## src/rtl/transpose_seq_ctrl.sv

```systemverilog
// Sequencer for an NxN shift-only transposition array: stage N vectors, run N load + N drain cycles, buffer rows.
// Optional perf counters (perf_blocks, perf_stall) are built in when TRANSPOSE_SEQ_CTRL_PERF_CNT_EN is defined.
module transpose_seq_ctrl #(
  parameter int DATA_WIDTH     = 16,
  parameter int SYSTOLIC_WIDTH = 4
) (
  input  logic                                 clk,
  input  logic                                 rst_n,
  input  logic                                 in_valid,
  output logic                                 in_ready,
  input  logic [SYSTOLIC_WIDTH*DATA_WIDTH-1:0] in_data,
  input  logic                                 cfg_dir,
  output logic                                 out_valid,
  input  logic                                 out_ready,
  output logic [SYSTOLIC_WIDTH*DATA_WIDTH-1:0] out_data,
  output logic                                 busy,
  output logic                                 arr_mode,
  output logic                                 arr_dir,
  output logic [SYSTOLIC_WIDTH*DATA_WIDTH-1:0] arr_in,
  input  logic [SYSTOLIC_WIDTH*DATA_WIDTH-1:0] arr_out
`ifdef TRANSPOSE_SEQ_CTRL_PERF_CNT_EN
  ,
  output logic [31:0]                          perf_blocks,
  output logic [31:0]                          perf_stall
`endif
);

  localparam int N  = SYSTOLIC_WIDTH;
  localparam int VW = N * DATA_WIDTH;
  localparam int PW = (N > 1) ? $clog2(N) : 1;
  localparam int CW = $clog2(N + 1);
  localparam logic [CW-1:0] CNT_FULL = CW'(N);
  localparam logic [PW-1:0] IDX_LAST = PW'(N - 1);

  typedef enum logic [1:0] {S_IDLE, S_LOAD, S_DRAIN} state_t;

  state_t        r_state;
  logic [PW-1:0] r_k;
  logic [PW-1:0] r_rd_ptr;
  logic [PW-1:0] r_wr_ptr;
  logic [CW-1:0] r_in_cnt;
  logic [CW-1:0] r_out_cnt;
  logic [VW-1:0] r_in_buf [N];
  logic [VW-1:0] r_fifo   [N];
  logic          r_arr_mode;
  logic          r_arr_dir;
  logic [VW-1:0] r_arr_in;

  logic          w_in_fire;
  logic          w_start;
  logic          w_push;
  logic          w_pop;
  logic [PW-1:0] w_k_next;
  logic [PW-1:0] w_rd_next;
  logic [PW-1:0] w_wr_next;
  logic [VW-1:0] w_rev;

  assign in_ready  = (r_state == S_IDLE) && (r_in_cnt < CNT_FULL);
  assign w_in_fire = in_valid && in_ready;
  // Only start once the FIFO is empty so all N drained rows are guaranteed a slot.
  assign w_start   = (r_state == S_IDLE) && (r_in_cnt == CNT_FULL) && (r_out_cnt == '0);
  assign w_push    = (r_state == S_DRAIN);
  assign out_valid = (r_out_cnt != '0);
  assign w_pop     = out_valid && out_ready;
  assign out_data  = out_valid ? r_fifo[r_rd_ptr] : '0;

  assign w_k_next  = (r_k      == IDX_LAST) ? '0 : r_k      + PW'(1);
  assign w_rd_next = (r_rd_ptr == IDX_LAST) ? '0 : r_rd_ptr + PW'(1);
  assign w_wr_next = (r_wr_ptr == IDX_LAST) ? '0 : r_wr_ptr + PW'(1);

  assign busy     = (r_state != S_IDLE);
  assign arr_mode = r_arr_mode;
  assign arr_dir  = r_arr_dir;
  assign arr_in   = r_arr_in;

  // The array presents reg[r][0] in the top lane; flip so it lands in output lane 0.
  always_comb begin
    w_rev = '0;
    for (int i = 0; i < N; i++) begin
      w_rev[i*DATA_WIDTH +: DATA_WIDTH] = arr_out[(N-1-i)*DATA_WIDTH +: DATA_WIDTH];
    end
  end

  always_ff @(posedge clk or negedge rst_n) begin
    if (!rst_n) begin
      r_state    <= S_IDLE;
      r_k        <= '0;
      r_rd_ptr   <= '0;
      r_wr_ptr   <= '0;
      r_in_cnt   <= '0;
      r_out_cnt  <= '0;
      r_arr_mode <= 1'b0;
      r_arr_dir  <= 1'b0;
      r_arr_in   <= '0;
      for (int i = 0; i < N; i++) begin
        r_in_buf[i] <= '0;
        r_fifo[i]   <= '0;
      end
    end else begin
      if (w_in_fire) begin
        r_in_buf[r_in_cnt[PW-1:0]] <= in_data;
        r_in_cnt                   <= r_in_cnt + CW'(1);
      end
      if (w_push) begin
        r_fifo[r_wr_ptr] <= w_rev;
        r_wr_ptr         <= w_wr_next;
      end
      if (w_pop) begin
        r_rd_ptr <= w_rd_next;
      end
      if (w_push && !w_pop) begin
        r_out_cnt <= r_out_cnt + CW'(1);
      end else if (!w_push && w_pop) begin
        r_out_cnt <= r_out_cnt - CW'(1);
      end

      // arr_mode/arr_in are registered alongside the state so the array sees them one cycle later, back-to-back.
      case (r_state)
        S_IDLE: begin
          if (w_start) begin
            r_state    <= S_LOAD;
            r_k        <= '0;
            r_arr_dir  <= cfg_dir;
            r_arr_mode <= 1'b0;
            r_arr_in   <= r_in_buf[0];
          end
        end
        S_LOAD: begin
          if (r_k == IDX_LAST) begin
            r_state    <= S_DRAIN;
            r_k        <= '0;
            r_arr_mode <= 1'b1;
            r_arr_in   <= '0;
          end else begin
            r_k      <= w_k_next;
            r_arr_in <= r_in_buf[w_k_next];
          end
        end
        S_DRAIN: begin
          if (r_k == IDX_LAST) begin
            r_state    <= S_IDLE;
            r_k        <= '0;
            r_arr_mode <= 1'b0;
            r_in_cnt   <= '0;
          end else begin
            r_k <= w_k_next;
          end
        end
        default: r_state <= S_IDLE;
      endcase
    end
  end

`ifdef TRANSPOSE_SEQ_CTRL_PERF_CNT_EN
  always_ff @(posedge clk or negedge rst_n) begin
    if (!rst_n) begin
      perf_blocks <= '0;
      perf_stall  <= '0;
    end else begin
      if (r_state == S_DRAIN && r_k == IDX_LAST) begin
        perf_blocks <= perf_blocks + 32'd1;
      end
      if (r_state == S_IDLE && r_in_cnt == CNT_FULL && r_out_cnt != '0) begin
        perf_stall <= perf_stall + 32'd1;
      end
    end
  end
`endif

endmodule

```

## config.mk

```make
export PLATFORM = sky130hd
export DESIGN_NAME = transpose_seq_ctrl
export DESIGN_NICKNAME = d
export VERILOG_FILES = /design/src/rtl/transpose_seq_ctrl.sv
export SDC_FILE = /design/constraint.sdc
export NUM_CORES = 1
export LEC_CHECK = 0
export ABC_AREA = 1
export ABC_CLOCK_PERIOD_IN_PS = 2100
export BUFFER_PORTS_ARGS = -buffer_cell sky130_fd_sc_hd__buf_2
export CAP_MARGIN = 20
export CORE_ASPECT_RATIO = 0.6
export CORE_MARGIN = 8
export CORE_UTILIZATION = 55
export CTS_BUF_LIST = sky130_fd_sc_hd__clkbuf_8
export CTS_CLUSTER_SIZE = 16
export DETAILED_ROUTE_END_ITERATION = 8
export PLACE_DENSITY = 0.75
export SLEW_MARGIN = 20
export SYNTH_ARGS = -nofsm -noshare
export SYNTH_HDL_FRONTEND = slang
export SYNTH_SLANG_ARGS = --single-unit
```

## constraint.sdc

```tcl
create_clock -name clk -period 2.1 [get_ports clk]
set_input_delay 0.42 -clock clk [delete_from_list [all_inputs] [get_ports clk]]
set_output_delay 0.42 -clock clk [all_outputs]
set_load 0.01 [all_outputs]
```

Word-level counts from Yosys, hierarchy flattened

Cells that the tools add are included.

Register bits: 592
Bits of input ports: 133
Output and inout bits: 133
Logic and storage cells: 103

Add/subtract/negate cells: 6
$lt $le $gt $ge: 7
Equal/unequal tests: 9
Mux-type cells: 35
Bitwise operators: 4
Reductions and logical operators: 25

Operators by type and width:

| operator              | count |
|---|---|
| $mux W64              | 9 |
| $bwmux W256           | 2 |
| $bmux W64 S2          | 2 |
| $demux W64 S2         | 2 |
| $pmux W64 S2          | 1 |
| $mux W2               | 8 |
| $mux W3               | 5 |
| $ge A3 B3 Y1 const B  | 4 |
| $not A2 Y3            | 4 |
| $logic_and A1 B1 Y1   | 9 |
| $eq A2 B2 Y1 const B  | 4 |
| $reduce_bool A2 Y1    | 4 |
| $add A2 B1 Y2 const B | 3 |
| $add A3 B1 Y3 const B | 2 |
| $lt A3 B1 Y1 const B  | 2 |
| $pmux W2 S3           | 1 |
| $reduce_and A2 Y1     | 3 |
| $reduce_bool A3 Y1    | 2 |
| $ne A2 B2 Y1 const B  | 2 |
| $pmux W2 S2           | 1 |
| $reduce_and A4 Y1     | 1 |
| $eq A3 B3 Y1 const B  | 1 |
| $logic_not A3 Y1      | 1 |
| $lt A3 B3 Y1 const B  | 1 |
| other kinds (9)       | 12 |

Longest topological paths before layout

Gate-level depths: netlist of the first run.

Depth in word-level cells: 8
Depth in mapped cells: 12
Gate-level depth less buffers: 9

Worst setup path before layout of the first run

No wires, ideal clock.

Path type: register -> register
Start point: register r_out_cnt[0]
End point: register r_out_cnt[2]
Setup time: 131 ps
Data arrival time: 1711 ps
Required time: 1969 ps
Setup slack: 258 ps
Cell stages (with the launch flop): 10
Path buffers: 0
Period minus slack after synthesis: 1842 ps
Cells stage by stage: dfrtp_1 > nor2_1 > nand2_2 > nand2_1 > ha_1 > inv_1 > fa_1 > a21oi_1 > o21ai_0 > xor2_1

Cells in the longest elaborated chain, start to end: 5
Elaborated cells between the ends (all ways): 10
Classes of those cells: 2 x add/sub; 2 x mux; 6 x reduce/logical

Ends and longest elaborated chain:

| what                                                 | line | RTL |
|---|---|---|
| from (decl)                                          | 42   | `logic [CW-1:0] r_out_cnt;` |
| from (signal assigned)                               | 112  | `r_out_cnt <= r_out_cnt + CW'(1);` |
| from (signal assigned)                               | 114  | `r_out_cnt <= r_out_cnt - CW'(1);` |
| $reduce_bool A3 Y1 *                                 | 63   | `assign out_valid = (r_out_cnt != '0);` |
| via out_valid                                        | 13   | `output logic out_valid,` |
| $logic_and A1 B1 Y1 *                                | 64   | `assign w_pop = out_valid && out_ready;` |
| $logic_not A1 Y1                                     | 111  | `if (w_push && !w_pop) begin` |
| $logic_and A1 B1 Y1                                  | 111  |  |
| $mux W3 / $reduce_bool A2 Y1 (equally long branches) | --   |  |

The timed path passes the listed nets; every way through them passes the cells marked *. The select of a mux whose other input is x is not followed.
A chain may end at the register's enable or synchronous reset.

Worst setup path after layout of the first run

Start point: register r_rd_ptr[0]
End point: output port out_data[27]

Cells in the longest elaborated chain, start to end: 5

Ends and longest elaborated chain:

| what                                         | line | RTL |
|---|---|---|
| from (decl)                                  | 39   | `logic [PW-1:0] r_rd_ptr;` |
| from (signal assigned)                       | 109  | `r_rd_ptr <= w_rd_next;` |
| $not A2 Y3 (not written as such)             | 65   | `assign out_data = out_valid ? r_fifo[r_rd_ptr] : '0;` |
| $bmux W64 S2                                 | 65   |  |
| $mux W64 (not written as such) (2 in series) | 65   |  |
| $mux W64                                     | 65   |  |
| to (decl)                                    | 15   | `output logic [SYSTOLIC_WIDTH*DATA_WIDTH-1:0] out_data,` |

Every way passes these cells. The select of a mux whose other input is x is not followed.

==> impl_metrics.toml, run 1 <==
[drt]
dr.pass1.iters = 6
via_per_inst = 5.313
postRouteWirelength_mm = 74.78
drc = 0
vias = 23550
antenna_left = 0
route.detailed.wl_per_inst_um = 16.87
first_iter_violations = 2042

[layout]
drive_above_1_share = 0.1650
syn_to_final_growth_pct = 17.23
nets = 3867
n_fill_cell = 4236
design_area_sq_mm = 0.03242
multi_input_area_sq_mm = 0.01052
area.sequential_sq_mm = 0.01482

[sta]
tightest_slew_ps = 547.5
fin_ws_ps = -434.6
drv_slew = 0
finalCriticalPeriod_ps = 2535
setup_tns_ps = -24190
max_freq_mhz = 394.5
rsz0062_at_grt = "yes"
maxSlewHeadroom = 0.6350
setup_violations = 64
post-route-period-util = 1.207
hold_viol_final = 0
fin_skew_ps = 30.60

[die]
die_y_um = 189.7
rows = 63
start_util = 0.5587
coreArea_sq_mm = 0.04950
die_area_sq_mm = 0.05796
ios = 266
die_x_um = 305.5

[job]
maxCapViolCount = 0

[yosys]
synth_top_family_by_area = "simple AND/OR/NAND/NOR gates"
ys_top_cells_by_area = "dfrtp_1 54%, nand2_1 14%, o21ai_0 7.1%, nor2_1 5.2%, inv_1 4.2%"
synthMuxAreaShare = 0.0004071
synth_compound_area_frac = 0.1538
synth_edf_count = 0
synth_top_area_share = 0.5356
ys_ff_latch = 592
synth_cell_type_count = 30
synth_xor_area_frac = 0.0006333
synthesis.nets = 3616
yosys_most_used_dff = "dfrtp_1"
synth_adder_area_share = 0.008414
synth_top_area_cell = "dfrtp_1"
yosysMostFrequentCell = "nand2_1"
syn-cell-area_sq_mm = 0.02766
syn_inst = 3465
synthSimpleGateAreaFrac = 0.2094
async_flop_share = 1.000
syn_area_per_cell_sq_um = 7.982
seq_area_frac_synth = 0.5356
yosys_warnings = 0
synth_common_cells = "1038 x nand2_1, 592 x dfrtp_1, 390 x o21ai_0"

[clock_network]
clock_latency_ps = 660
cts_tree = "done"
cts.sinks = 592
cts-root-buf = "clkbuf_8"
cts_max_path_buffers = 3
clk_pin_slew_ps = 70
htreeDepth = 3
cts_buffers = 89

[grt]
gr-usage-all-layers = 0.2564
antenna_found_initial = 3
grt_max_degree = 114
grt_overflow = 0
grt_pass1_wl_mm = 122.5
grt_pass1_vias = 22870

[power]
finalPower_mw = 55.86
power.leakage_nw = 16.97
vdd_drop_max_mv = 1.080
power_density_mw_per_mm2 = 1723

[status]
status = "finished, violations left"
failed_checks = "negative setup slack"

[placed_design]
place_area_sq_mm = 0.02986
hpwl_mm = 44.86
dp_slack_ps = 157.2
port_buffers = 265
place.gp.congestion = 0.8288

[worst_setup_path]
ff2ff_setup_slack_ps = 160
critPathLaunch = "r_rd_ptr[0]$_DFFE_PN0P_"
crit_path_end = "out_data[27]"
rr_endpoint = "r_out_cnt[2]$_DFFE_PN0P_"
cp.required_ps = 1680
startpoint_type = "flip-flop"
path_class = "reg2out"
path_max_fanout = 6
cp-end-kind = "primary output"
rr_worst_depth = 9
reg2reg_from = "r_out_cnt[0]$_DFFE_PN0P_"
cp.arrival_ps = 2110

[hold_path]
hp-class = "in2reg"
==> stage by stage <==
stage | cells | hold slack (ps) | util
after floorplan | 3465 | 124.4 | -
after global placement | 4247 | 395.9 | 0.6031
after detailed placement | 4247 | 388.8 | 0.6031
after CTS | 4428 | 5.903 | 0.6519
after global routing | 4433 | 27.15 | 0.6550
final | 4433 | 62.64 | 0.6550
==> cell type report <==
type,instances,area share
timing repair buffer,388,0.09932
clock inverter,43,0.008181
antenna,1,0.00007718
inverter,317,0.03728
clock buffer,114,0.04839
sequential,592,0.4572
tap,650,0.02508
multi-input combinational,2328,0.3245
==> worst max-delay path, cell delays in order (launching register included) <==
cell and delay [ps]:
dfrtp_4 550, buf_12 180, buf_8 130, buf_6 120
nor2_2 70, nor2_1 50, o21ai_1 110, a21oi_2 90
buf_2 140
==> kinds of logic (layout without fill, tap and decap cells) <==
kind of cell,after synthesis,after routing
DFF,592,592
adders and majority gates,18,18
AOI/OAI and AO/OA,800,800
buffers and inverters,545,862
other,0,1
muxes,1,1
and+or+nand+nor,1507,1507
xor gates and xnor gates,2,2
==> per-layer routing <==
| layer | share of wire | global-route usage | vias up | routed length (um) |
|---|---|---|---|---|
| met2 | 0.44 | 0.3876 | 893 | 32560 |
| met3 | 0.076 | 0.05539 | 138 | 5713 |
| li1 | - | - | 11470 | - |
| met4 | 0.027 | 0.07991 | 2 | 2038 |
| met1 | 0.46 | 0.3705 | 11050 | 34450 |
| met5 | 0.00017 | 0 | - | 13 |
==> cells in the final DEF (no fill, tap or decap), types with 9 or more instances in the layout <==
cell      count
buf_16       12
buf_2       261
a21oi_1      94
clkinv_2     12
nand2_4       9
a21oi_2      18
nor2_4        9
o211ai_1     41
inv_1       333
nand3_1      72
buf_4        50
o21ai_1     284
nor2_2       13
ha_1         14
o21ai_2      40
nand2_1    1034
nor2_1      368
buf_12       49
clkbuf_8    114
o21ai_0     323
dfrtp_1     589
==> where the power goes <==
group	total, mW	internal [mW]	switching, mW
Clock	9.81	5.23	4.58
Sequential	20.2	17.0	3.22
Combinational	25.8	10.2	15.7
Total	55.9	32.4	23.5
==> repair_timing <==
item,CTS,global route
hold buffers,2,0
hold endpoints to repair,30,0
gates resized for setup,115,32
setup endpoints to repair,66,65
gates cloned,10,2
buffers inserted,12,2
pin swaps,31,17
==> sequential cells by signal, summed over array words and instances, names as in the netlist <==
| register | flops |
|---|---|
| r_state | 2 |
| arr_in | 64 |
| r_fifo | 256 |
| r_k | 2 |
| r_in_buf | 256 |
| r_in_cnt | 3 |
| arr_mode | 1 |
| r_rd_ptr | 2 |
| r_out_cnt | 3 |
| r_wr_ptr | 2 |
| arr_dir | 1 |
==> worst min-delay path by stage <==
stage,to,slack [ps],from,depth (start not counted)
after floorplan,arr_dir$_DFFE_PN0P_,120,rst_n,0
after global placement,r_fifo[58]$_DFFE_PN0P_,400,rst_n,1
after detailed placement,r_fifo[162]$_DFFE_PN0P_,390,rst_n,1
after CTS,r_in_buf[146]$_DFFE_PN0P_,6,in_data[18],3
after global routing,arr_dir$_DFFE_PN0P_,30,cfg_dir,3
final,r_in_buf[82]$_DFFE_PN0P_,60,in_data[18],3
Note: power is estimated with default switching activity, not from simulation.
==> run 2, diff against run 1 <==
ABC_AREA = not set   (was 1)
PLACE_DENSITY = 0.76   (was 0.75)
==> impl_metrics.toml, run 2 <==
[hold_path]
hp-class = "in2reg"
min_path_cells = 2

[grt]
gr-usage-all-layers = 0.2345
grt_overflow = 0
grt_pass1_vias = 18890
grt_pass1_wl_mm = 104.3
grt_max_degree = 100
antenna_found_initial = 7

[yosys]
syn-cell-area_sq_mm = 0.02637
synth_cell_type_count = 37
synth_common_cells = "592 x dfrtp_1, 451 x mux2_2, 132 x a21oi_1"
yosys_most_used_dff = "dfrtp_1"
yosys_warnings = 0
synth_top_area_cell = "dfrtp_1"
synth_edf_count = 0
syn_area_per_cell_sq_um = 14.37
ys_ff_latch = 592
synth_top_area_share = 0.5619
syn_inst = 1835
seq_area_frac_synth = 0.5619
ys_top_cells_by_area = "dfrtp_1 56%, mux2_2 19%, mux4_2 7.4%, mux2_1 2.9%, a21oi_1 2.5%"
synthesis.nets = 1986
async_flop_share = 1.000
yosysMostFrequentCell = "dfrtp_1"

[layout]
n_fill_cell = 3243
mostFrequentLayoutCells = "589 x dfrtp_1, 451 x mux2_2, 211 x buf_2"
drive_above_1_share = 0.4915
mostFrequentLayoutCell = "dfrtp_1"
multi_input_area_sq_mm = 0.01100
nets = 2372
syn_to_final_growth_pct = 22.07
design_area_sq_mm = 0.03218
area.sequential_sq_mm = 0.01482

[sta]
tightest_slew_ps = 526.9
finalCriticalPeriod_ps = 2678
max_freq_mhz = 373.4
fin_ws_ps = -577.8
fin_skew_ps = 25.49
hold_viol_final = 0
rsz0062_at_grt = "yes"
post-route-period-util = 1.275
maxSlewHeadroom = 0.6488
setup_violations = 65
setup_tns_ps = -33030
drv_slew = 0

[placed_design]
hpwl_mm = 40.53
dp_slack_ps = 58.10
place.gp.congestion = 0.7954
place_area_sq_mm = 0.02920
port_buffers = 265

[job]
maxCapViolCount = 0

[clock_network]
cts_buffers = 87
clk_pin_slew_ps = 70
cts_tree = "done"
clock_latency_ps = 640
cts_max_path_buffers = 3
htreeDepth = 3
cts.sinks = 592
cts-root-buf = "clkbuf_8"

[worst_setup_path]
startpoint_type = "flip-flop"
rr_worst_depth = 8
crit_chain = "buf_8, buf_16, mux4_2, and2_4, buf_6"
cpPeakStageDelay_ps = 520
path_max_fanout = 7
cp.required_ps = 1680
cp.arrival_ps = 2260
ff2ff_setup_slack_ps = 10
critical-path-slowest-cell = "mux4_2"
cp-end-kind = "primary output"
path_class = "reg2out"

[die]
die_area_sq_mm = 0.05543
start_util = 0.5544
die_x_um = 298.7
die_y_um = 185.6
ios = 266
rows = 62
coreArea_sq_mm = 0.04755

[status]
status = "finished, violations left"
failed_checks = "negative setup slack"

[drt]
vias = 16820
via_per_inst = 5.727
first_iter_violations = 1037
route.detailed.wl_per_inst_um = 22.14
antenna_left = 0
dr.pass1.iters = 5
postRouteWirelength_mm = 65.00
drc = 0

[power]
power_density_mw_per_mm2 = 1742
power.leakage_nw = 14.56
vdd_drop_max_mv = 0.8650
==> run 2: cell count changes in the layout (fill, tap and decap cells not counted), sizes merged, moves of 41 or more <==
cell	change
o22ai	+41
nor2	-319
o21ai	-643
mux4	+87
nand2	-1033
inv	-255
and2	+64
mux2	+517
mux2i	+42
nand3	-70
a22o	+41
==> run 2: routing by layer <==
metal | wire length, um | vias to the layer above | GRT usage
met5 | 0 | - | 0
met4 | 1658 | 0 | 0.08008
met3 | 2837 | 102 | 0.04588
met2 | 32370 | 402 | 0.3926
met1 | 28130 | 8864 | 0.3086
li1 | - | 7447 | -
==> run 2: worst max-delay path: cells and delay by family (launching register included) <==
family                 cells  cell delay, ps
muxes                      1             520
and+or+nand+nor            1             180
buffers and inverters      3             420
DFF                        1             500
==> run 2: cell type report <==
cell class	count	area share
sequential	592	0.4606
multi-input combinational	1070	0.3419
timing repair buffer	420	0.1143
clock buffer	103	0.04405
tap	640	0.02488
clock inverter	54	0.007931
inverter	50	0.005832
antenna	7	0.0005443
==> run 2: cells by family (layout without fill, tap and decap cells) <==
kind of cell    Yosys count  after routing  share of synthesized area
simple gates            177            177                    0.03564
compound gates          224            224                    0.05125
xor+xnor                  4              4                   0.001329
other cells               0              7                          0
mux                     647            647                     0.3115
flops                   592            592                     0.5619
fa+ha+maj                18             18                   0.008827
buf+inv                 173            627                    0.02957
==> run 2: path summary, 6_finish.rpt <==
check,start,end
worst min-delay path,in_data[30],r_in_buf[158]$_DFFE_PN0P_
worst min register to register,r_in_buf[137]$_DFFE_PN0P_,r_in_buf[137]$_DFFE_PN0P_
worst max register to register,r_out_cnt[2]$_DFFE_PN0P_,r_out_cnt[2]$_DFFE_PN0P_
min in group asynchronous,rst_n,r_fifo[45]$_DFFE_PN0P_
worst max-delay path,r_rd_ptr[0]$_DFFE_PN0P_,out_data[36]
max in group asynchronous,rst_n,arr_in[50]$_DFFE_PN0P_
==> run 2: metrics by stage <==
stage / instances / hold slack, ps / power [mW] / util
finish: 2936 / 58.02 / 56.06 / 0.6768
global route: 2934 / 9.301 / 59.54 / 0.6767
CTS: 2918 / 0.01815 / 55.00 / 0.6689
detailed placement: 2708 / 362.5 / 43.81 / 0.6140
global placement: 2708 / 359.4 / 42.56 / 0.6140
floorplan: 1835 / 124.4 / 35.54 / -
==> run 2: power breakdown <==
part	internal [mW]	switching, mW
combinational	15.2	11.4
clock	4.49	4.47
sequential	17.2	3.21
==> run 2: what timing repair did <==
action | 4_1_cts | 5_1_grt
hold buffers | 39 | 0
setup endpoints to repair | 67 | 70
hold endpoints to repair | 105 | 0
buffers inserted | 9 | 9
pin swaps | 15 | 22
gates resized for setup | 81 | 61
cloned | 5 | 3
